**src/rtl/updown_sweep_ctrl_if.sv**
```systemverilog
// Start/done handshake and counter outputs of the sweep controller.
// The master drives run requests and bounds; the slave is the controller itself.
interface updown_sweep_ctrl_if #(
  parameter int WIDTH = 3
);
  logic             start;
  logic             abort;
  logic [WIDTH-1:0] lo;
  logic [WIDTH-1:0] hi;
  logic [3:0]       sweeps;
  logic [WIDTH-1:0] Q;
  logic             sel;
  logic             busy;
  logic             done;
  logic             err;

  modport master (
    output start, abort, lo, hi, sweeps,
    input  Q, sel, busy, done, err
  );

  modport slave (
    input  start, abort, lo, hi, sweeps,
    output Q, sel, busy, done, err
  );
endinterface

```
**src/rtl/updown_sweep_ctrl.sv**
```systemverilog
// Triangular lo->hi->lo sweep sequencer owning a WIDTH-bit up/down counter.
// Define SWEEP_DWELL_EN to hold DWELL extra cycles at hi and at intermediate lo turnarounds.
module updown_sweep_ctrl #(
  parameter int WIDTH = 3,
  parameter int DWELL = 2
) (
  input logic                clk,
  input logic                clear,
  updown_sweep_ctrl_if.slave bus
);

`ifdef SWEEP_DWELL_EN
  typedef enum logic [2:0] {IDLE, UP, DOWN, DONE, HOLD_HI, HOLD_LO} state_t;
  localparam int DW = (DWELL > 1) ? $clog2(DWELL) : 1;
  logic [DW-1:0] dwell_q, dwell_d;
`else
  typedef enum logic [1:0] {IDLE, UP, DOWN, DONE} state_t;
  logic unused_dwell;
  assign unused_dwell = (DWELL != 0);
`endif

  state_t           state_q, state_d;
  logic [WIDTH-1:0] q_q, q_d;
  logic [WIDTH-1:0] lo_q, lo_d;
  logic [WIDTH-1:0] hi_q, hi_d;
  logic [3:0]       rem_q, rem_d;
  logic             sel_q, sel_d;
  logic             busy_q, busy_d;
  logic             done_q, done_d;
  logic             err_q, err_d;

  always_comb begin
    state_d = state_q;
    q_d     = q_q;
    lo_d    = lo_q;
    hi_d    = hi_q;
    rem_d   = rem_q;
    sel_d   = sel_q;
    err_d   = 1'b0;
`ifdef SWEEP_DWELL_EN
    dwell_d = dwell_q;
`endif
    case (state_q)
      IDLE: begin
        if (bus.start) begin
          if ((bus.lo >= bus.hi) || (bus.sweeps == 4'd0)) begin
            err_d = 1'b1;
          end else begin
            lo_d    = bus.lo;
            hi_d    = bus.hi;
            rem_d   = bus.sweeps;
            q_d     = bus.lo;
            sel_d   = 1'b0;
            state_d = UP;
          end
        end
      end
      UP: begin
        if (q_q != hi_q) begin
          q_d = q_q + 1'b1;
        end else begin
`ifdef SWEEP_DWELL_EN
          if (DWELL == 0) begin
            q_d     = hi_q - 1'b1;
            sel_d   = 1'b1;
            state_d = DOWN;
          end else begin
            dwell_d = '0;
            state_d = HOLD_HI;
          end
`else
          q_d     = hi_q - 1'b1;
          sel_d   = 1'b1;
          state_d = DOWN;
`endif
        end
      end
      DOWN: begin
        if (q_q != lo_q) begin
          q_d = q_q - 1'b1;
        end else if (rem_q == 4'd1) begin
          state_d = DONE;
        end else begin
          rem_d = rem_q - 1'b1;
`ifdef SWEEP_DWELL_EN
          if (DWELL == 0) begin
            q_d     = lo_q + 1'b1;
            sel_d   = 1'b0;
            state_d = UP;
          end else begin
            dwell_d = '0;
            state_d = HOLD_LO;
          end
`else
          q_d     = lo_q + 1'b1;
          sel_d   = 1'b0;
          state_d = UP;
`endif
        end
      end
`ifdef SWEEP_DWELL_EN
      // Direction only flips when the hold is over, so sel stays on the old segment while held.
      HOLD_HI: begin
        if (dwell_q == DW'(DWELL - 1)) begin
          q_d     = hi_q - 1'b1;
          sel_d   = 1'b1;
          state_d = DOWN;
        end else begin
          dwell_d = dwell_q + 1'b1;
        end
      end
      HOLD_LO: begin
        if (dwell_q == DW'(DWELL - 1)) begin
          q_d     = lo_q + 1'b1;
          sel_d   = 1'b0;
          state_d = UP;
        end else begin
          dwell_d = dwell_q + 1'b1;
        end
      end
`endif
      DONE: begin
        sel_d   = 1'b0;
        state_d = IDLE;
      end
      default: state_d = IDLE;
    endcase

    // Abort lets the counter take the step of this edge, then parks in IDLE without done.
    if (bus.abort && busy_q) begin
      sel_d   = 1'b0;
      state_d = IDLE;
    end

    busy_d = (state_d == UP) || (state_d == DOWN);
`ifdef SWEEP_DWELL_EN
    busy_d = busy_d || (state_d == HOLD_HI) || (state_d == HOLD_LO);
`endif
    done_d = (state_d == DONE);
  end

  always_ff @(posedge clk) begin
    if (clear) begin
      state_q <= IDLE;
      q_q     <= '0;
      lo_q    <= '0;
      hi_q    <= '0;
      rem_q   <= '0;
      sel_q   <= 1'b0;
      busy_q  <= 1'b0;
      done_q  <= 1'b0;
      err_q   <= 1'b0;
`ifdef SWEEP_DWELL_EN
      dwell_q <= '0;
`endif
    end else begin
      state_q <= state_d;
      q_q     <= q_d;
      lo_q    <= lo_d;
      hi_q    <= hi_d;
      rem_q   <= rem_d;
      sel_q   <= sel_d;
      busy_q  <= busy_d;
      done_q  <= done_d;
      err_q   <= err_d;
`ifdef SWEEP_DWELL_EN
      dwell_q <= dwell_d;
`endif
    end
  end

  assign bus.Q    = q_q;
  assign bus.sel  = sel_q;
  assign bus.busy = busy_q;
  assign bus.done = done_q;
  assign bus.err  = err_q;

endmodule

```
**src/flat_wrapper.sv**
```systemverilog
// flat-port wrapper written by rule: the top's interface ports become plain ports
module updown_sweep_ctrl_flat 
#(
  parameter int WIDTH = 3,
  parameter int DWELL = 2
)
  (clk, clear, bus_start, bus_abort, bus_lo, bus_hi, bus_sweeps, bus_Q, bus_sel, bus_busy, bus_done, bus_err);
  updown_sweep_ctrl_if #(.WIDTH(WIDTH)) bus_i ();
  input logic clk;
  input logic clear;
  input wire logic [$bits(bus_i.start)-1:0] bus_start;
  input wire logic [$bits(bus_i.abort)-1:0] bus_abort;
  input wire logic [$bits(bus_i.lo)-1:0] bus_lo;
  input wire logic [$bits(bus_i.hi)-1:0] bus_hi;
  input wire logic [$bits(bus_i.sweeps)-1:0] bus_sweeps;
  output wire logic [$bits(bus_i.Q)-1:0] bus_Q;
  output wire logic [$bits(bus_i.sel)-1:0] bus_sel;
  output wire logic [$bits(bus_i.busy)-1:0] bus_busy;
  output wire logic [$bits(bus_i.done)-1:0] bus_done;
  output wire logic [$bits(bus_i.err)-1:0] bus_err;
  assign bus_i.start = bus_start;
  assign bus_i.abort = bus_abort;
  assign bus_i.lo = bus_lo;
  assign bus_i.hi = bus_hi;
  assign bus_i.sweeps = bus_sweeps;
  assign bus_Q = bus_i.Q;
  assign bus_sel = bus_i.sel;
  assign bus_busy = bus_i.busy;
  assign bus_done = bus_i.done;
  assign bus_err = bus_i.err;
  updown_sweep_ctrl #(.WIDTH(WIDTH), .DWELL(DWELL)) u_core (.clk(clk), .clear(clear), .bus(bus_i));
endmodule
```
**config.mk**
```make
export PLATFORM = sky130hd
export DESIGN_NAME = updown_sweep_ctrl_flat
export DESIGN_NICKNAME = d
export VERILOG_FILES = /design/src/rtl/updown_sweep_ctrl_if.sv /design/src/rtl/updown_sweep_ctrl.sv /design/src/flat_wrapper.sv
export SDC_FILE = /design/constraint.sdc
export NUM_CORES = 1
export LEC_CHECK = 0
export CAP_MARGIN = 5
export CORE_MARGIN = 8
export CORE_UTILIZATION = 45
export CTS_CLUSTER_DIAMETER = 100
export DETAILED_ROUTE_END_ITERATION = 10
export PLACE_DENSITY = 0.8
export SYNTH_ARGS = -nofsm -noshare
export SYNTH_HDL_FRONTEND = slang
export SYNTH_SLANG_ARGS = --single-unit
```
**constraint.sdc**
```tcl
create_clock -name clk -period 2.5 [get_ports clk]
set_clock_uncertainty 0.1 [all_clocks]
set_input_delay 0.625 -clock clk [delete_from_list [all_inputs] [get_ports clk]]
set_output_delay 0.625 -clock clk [all_outputs]
set_load 0.01 [all_outputs]
```
* Word-level counts from Yosys, hierarchy flattened
Index checks and enable logic that the tools add are counted.
** Operators by class
- Add/subtract/negate cells :: 5
- Order comparisons :: 1
- Equal/unequal tests :: 15
- Muxes and demuxes :: 25
- Bitwise operators :: 3
- Reductions and logical operators :: 13
** Operators by type and width (count)
- $mux W4 :: 4
- $mux W3 :: 5
- $mux W2 :: 6
- $ne A2 B2 Y1 const B :: 5
- $reduce_and A5 Y1 :: 2
- $pmux W3 S3 :: 1
- $eq A2 B2 Y1 const B :: 4
- $pmux W2 S4 :: 1
- $pmux W4 S2 :: 1
- $add A3 B1 Y3 const B :: 2
- $mux W1 :: 6
- $ne A3 B3 Y1 :: 2
- $sub A3 B1 Y3 const B :: 2
- $eq A2 B1 Y1 const B :: 2
- $eq A4 B1 Y1 const B :: 1
- $logic_not A4 Y1 :: 1
- $pmux W1 S4 :: 1
- $reduce_and A4 Y1 :: 1
- $sub A4 B1 Y4 const B :: 1
- $ge A3 B3 Y1 :: 1
- $ne A3 B2 Y1 const B :: 1
- $not A1 Y1 :: 3
- $reduce_and A3 Y1 :: 1
- $reduce_bool A3 Y1 :: 1
- other kinds (6) :: 7
** Word-level totals
- Register bits after elaboration :: 19
- Word-level logic and storage cells :: 71

* Depth between registers and ports, before layout
- Word-level depth :: 8
- Gate-level depth with buffers :: 10

* Least setup slack after synthesis
Ideal clock, no wire load.
- Path type :: input port to flip-flop
- Start :: input bus_lo[0]
- End :: register u_core.busy_q, in the netlist u_core.bus.busy
- Setup time :: 0.130 ns
- Arrival time :: 2.389 ns
- Setup slack :: -0.120 ns
- Stages on the path :: 10
- Path buffers :: 0
- Cells stage by stage :: inv_1 -> ha_1 -> nand2b_4 -> a21o_1 -> a2111o_1 -> nand2_1 -> o22ai_1 -> a21oi_1 -> ha_1 -> nor2b_1
** On the way
- Cells in the longest elaborated chain, start to end :: 8
** Ends and longest elaborated chain
- start: declaration :: RTL line flat_wrapper.sv:13 : input wire logic [$bits(bus_i.lo)-1:0] bus_lo;
- $ge A3 B3 Y1 * :: RTL line updown_sweep_ctrl.sv:46 : if ((bus.lo >= bus.hi) || (bus.sweeps == 4'd0)) begin
- $logic_or A1 B1 Y1 * :: RTL line updown_sweep_ctrl.sv:46
- $mux W2 * :: RTL line updown_sweep_ctrl.sv:46
- $mux W2 * :: RTL line updown_sweep_ctrl.sv:45 : if (bus.start) begin
- $pmux W2 S4 * :: RTL line updown_sweep_ctrl.sv:43 : case (state_q)
- $mux W2 * :: RTL line updown_sweep_ctrl.sv:130 : if (bus.abort && busy_q) begin
- net u_core.state_d[0] :: RTL line updown_sweep_ctrl.sv:22 : state_t state_q, state_d;
- $eq A2 B1 Y1 / $eq A2 B2 Y1 (equally long branches) :: RTL line updown_sweep_ctrl.sv:135 : busy_d = (state_d == UP) || (state_d == DOWN);
- $logic_or A1 B1 Y1 * :: RTL line updown_sweep_ctrl.sv:135
- net u_core.busy_d :: RTL line updown_sweep_ctrl.sv:28 : logic busy_q, busy_d;
- end signal: assignment :: RTL line updown_sweep_ctrl.sv:163 : busy_q <= busy_d;
- end: declaration :: RTL line updown_sweep_ctrl.sv:28
Mark *: on every way through the listed nets, which the timed path passes. The rest lies on a longest branch.
A chain may end at the register's enable or synchronous reset.

* Worst setup path after layout
- Start :: input bus_lo[0]
- End :: register u_core.q_q[1], in the netlist u_core.bus.Q[1]
** On the way
- Cells in the longest elaborated chain, start to end :: 4
** Ends and longest elaborated chain
- $ge A3 B3 Y1 :: RTL line updown_sweep_ctrl.sv:46
- $logic_or A1 B1 Y1 :: RTL line updown_sweep_ctrl.sv:46
- $ne A2 B2 Y1 (no source line)
- $reduce_and A4 Y1 (no source line)
- end signal: assignment :: RTL line updown_sweep_ctrl.sv:158 : q_q <= q_d;
- end: declaration :: RTL line updown_sweep_ctrl.sv:23 : logic [WIDTH-1:0] q_q, q_d;
Every way passes these cells.

==> key figures <==
Synth
  – Post-synth top area share: 27.1%
  – Syn. warnings: 0
  – EDFF count, synth: 0
  – Mean Syn Cell Area: 8.60 um2
  – Post-synth top area cell: dfxtp_1
  – Netlist cell types: 47
  – Seq/Total Area, Yosys: 27.1%
  – Ranking of synthesized cells by area: dfxtp_1 (27%), ha_1 (12%), mux2i_1 (8.6%)
  – Main synth FF type: dfxtp_1
  – Syn nets: 191
  – Post-synthesis instance area: 1400 um2
  – FFs w/ async S/R, synth: 0%
  – Mapped Cells: 163
  – #FFs+latches synth: 19

Clock tree
  – CTS tree: yes
  – Clock latency on the worst-skew pair: 0.31 ns
  – Total CTS buffers: 3
  – Number of hold buffers added after CTS: 0
  – H-tree depth reported by CTS: 1
  – Clock transition at the registers of the reported paths: 0.12 ns
  – Longest Clk Path Bufs: 2
  – Root buf cell: clkbuf_4
  – Clock sink count: 19

Worst setup path
  – Worst setup EP type: flop
  – Crit path launch type: primary input
  – Worst path required time: 2.65 ns
  – Kind of cell adding the most delay to the critical path: compound AO/OA/AOI/OAI gates
  – CP Class: in -> reg
  – CP Buf/Inv Count: 2
  – CP peak stage delay: 0.50 ns
  – Reg2reg path depth: 7
  – Worst EP arrival: 2.56 ns
  – Stages on the worst setup path: 9
  – Worst path slowest cell: a221oi_4
  – Crit-path max FO: 6
  – Critical path, cell by cell: buf_2 -> inv_4 -> ha_4 -> nand2b_4 -> a21o_1 -> a2111o_1 -> a221oi_4 -> o211ai_1 -> a21oi_1

Detailed routing
  – Routed wire length: 3.89 mm
  – Via/cell ratio: 5.73
  – Iter 0 DRT Violations: 100
  – Post-route ant nets: 0
  – Pre-antenna DRT Iters: 4
  – DRC viols: 0
  – Vias: 1370
  – WL/cell: 16.3 um

Global routing
  – Global-route usage over all layers: 15.4%
  – Vias in the first global route: 1400
  – Initial antenna violation count: 0
  – Largest net degree at the start of global routing: 13
  – Grt total ovfl: 0
  – First-pass GRT wire length: 6.44 mm

Final layout
  – Nets: 235
  – Syn-to-layout area delta: 34.6%
  – ANT cells: 0
  – Final Instance Area: 1890 um2
  – Share of layout cells above drive strength 1: 25.2%
  – Fill cells: 251

Timing
  – Final Hold Fails: 0
  – Final slew viol count: 0
  – Fin crit share: 96.3%
  – Slew HR: 60.2%
  – Final setup violation count: 0
  – Peak Freq: 415 MHz
  – Tightest Pin Transition: 0.583 ns
  – Setup TNS: 0 ns
  – Min Tclk post-route: 2.41 ns

Floorplanning
  – Total core area: 3000 um2
  – Die Y: 71.8 um
  – Number of I/O pins: 21
  – Die footprint: 5160 um2
  – Die outline width: 71.8 um
  – Starting Density: 46.7%
  – FP Rows: 20

Power and ir drop
  – Pwr Total: 2.22 mW
  – Power Dens Cells: 1180 nW/um2
  – Leak: 0.891 nW
  – Max IR drop VDD: 0.859 mV

Placed design
  – Dpl hpwl: 2.91 mm
  – Gp weighted congestion: 0.902
  – Buffers on Ports: 20
  – Placed instance area: 1830 um2

Min path
  – Worst min-delay path class: reg -> reg
  – Hold Path Depth: 2

Run status
  – Status: finished, final reports clean

Flow run
  – MaxCap Viol Count: 0
## area by class of cell
type	instances	area, um2	share of cell area [%]
multi-input cells	123	1000	53.0
flip-flops and latches	19	380	20.1
clock buffers	3	22.5	1.19
inverters	16	62.6	3.31
clock inverters	1	5.00	0.265
well taps	33	41.3	2.19
repair buffers	44	375	19.9
## final timing paths
check | startpoint | end | slack, ns
max reg2reg | u_core.state_q[0] | u_core.rem_q[0] | 0.32
min | u_core.bus.sel | u_core.bus.sel | 0.41
min reg2reg | u_core.bus.sel | u_core.bus.sel | 0.41
max | bus_lo[0] | u_core.bus.Q[1] | 0.09
## placed cells by master (no fill, tap or decap), types with 2 or more instances in the layout
cell type | Yosys | layout
nor2b_1 | 5 | 5
nand2b_1 | 4 | 4
ha_1 | 14 | 12
xor2_1 | 6 | 6
clkdlybuf4s50_1 | 0 | 10
a21oi_1 | 9 | 8
ha_4 | 0 | 2
clkbuf_4 | 0 | 3
nor3_1 | 5 | 5
dfxtp_1 | 19 | 19
mux2i_1 | 12 | 12
o21ai_0 | 3 | 2
buf_4 | 0 | 24
nor4_1 | 2 | 2
clkbuf_2 | 0 | 3
nor2_1 | 19 | 19
nor4b_1 | 2 | 2
a211oi_2 | 1 | 2
dlymetal6s2s_1 | 0 | 6
a21o_1 | 2 | 2
a211oi_1 | 3 | 2
nand2_1 | 8 | 7
inv_1 | 15 | 13
## registers in the layout, indices dropped and copies added, names as in the netlist
register         cells
u_core.bus.Q         3
u_core.bus.busy      1
u_core.bus.done      1
u_core.bus.err       1
u_core.bus.sel       1
u_core.hi_q          3
u_core.lo_q          3
u_core.rem_q         4
u_core.state_q       2
## report_power, final
part / switching (mW) / internal [mW]
logic: 0.810 / 0.714
clock network: 0.106 / 0.0599
registers: 0.128 / 0.402
## stage by stage
step | util, % | hold slack (ns) | std cells | setup WS [ns]
after floorplan | - | 0.376 | 163 | 0.00913
after detailed placement | 60.9 | 0.373 | 234 | -0.604
after global routing | 62.9 | 0.456 | 239 | -0.00440
after global placement | 60.9 | 0.357 | 234 | -0.550
final | 62.9 | 0.409 | 239 | 0.0916
after CTS | 62.5 | 0.402 | 239 | 0.0170
## worst min-delay path: cells and delay by family, from the launching register on
kind | cells | cell delay (ns)
flip-flops | 1 | 0.36
AO/OA/AOI/OAI | 1 | 0.05
AND/OR/NAND/NOR | 1 | 0.07
## cell usage after synthesis (2+ instances only)
cell type,number
inv_1,15
ha_1,14
nor4_1,2
o311ai_0,2
nand2b_1,4
mux2i_1,12
o21ai_0,3
dfxtp_1,19
nand2_1,8
nor2_1,19
nor4b_1,2
a211oi_1,3
xor2_1,6
a21oi_1,9
clkbuf_1,4
nor2b_1,5
a21o_1,2
nor3_1,5
## per-layer routing
metal | global-route usage, % | vias up | part of all wire (%)
li1 | - | 672 | -
met1 | 16.5 | 650 | 40
met2 | 28.1 | 38 | 54
met3 | 2.93 | 10 | 4.7
met4 | 7.26 | 0 | 1.8
met5 | 0 | - | 0
## cell families after synthesis
family          after synthesis  share of synthesized area, %
compound gates               38                          22.0
xor+xnor                      6                          3.75
fa+ha+maj                    14                          12.5
buf+inv                      21                          5.71
flops                        19                          27.1
mux                          13                          9.37
simple gates                 52                          19.5
## what timing repair did
action | CTS | global route
pin swaps | 6 | 7
setup buffers | 1 | 0
endpoints found under the setup margin | 16 | 10
resized for setup | 11 | 16
endpoints found under the hold margin | 0 | 0
Power figures use the tool's default switching activity.
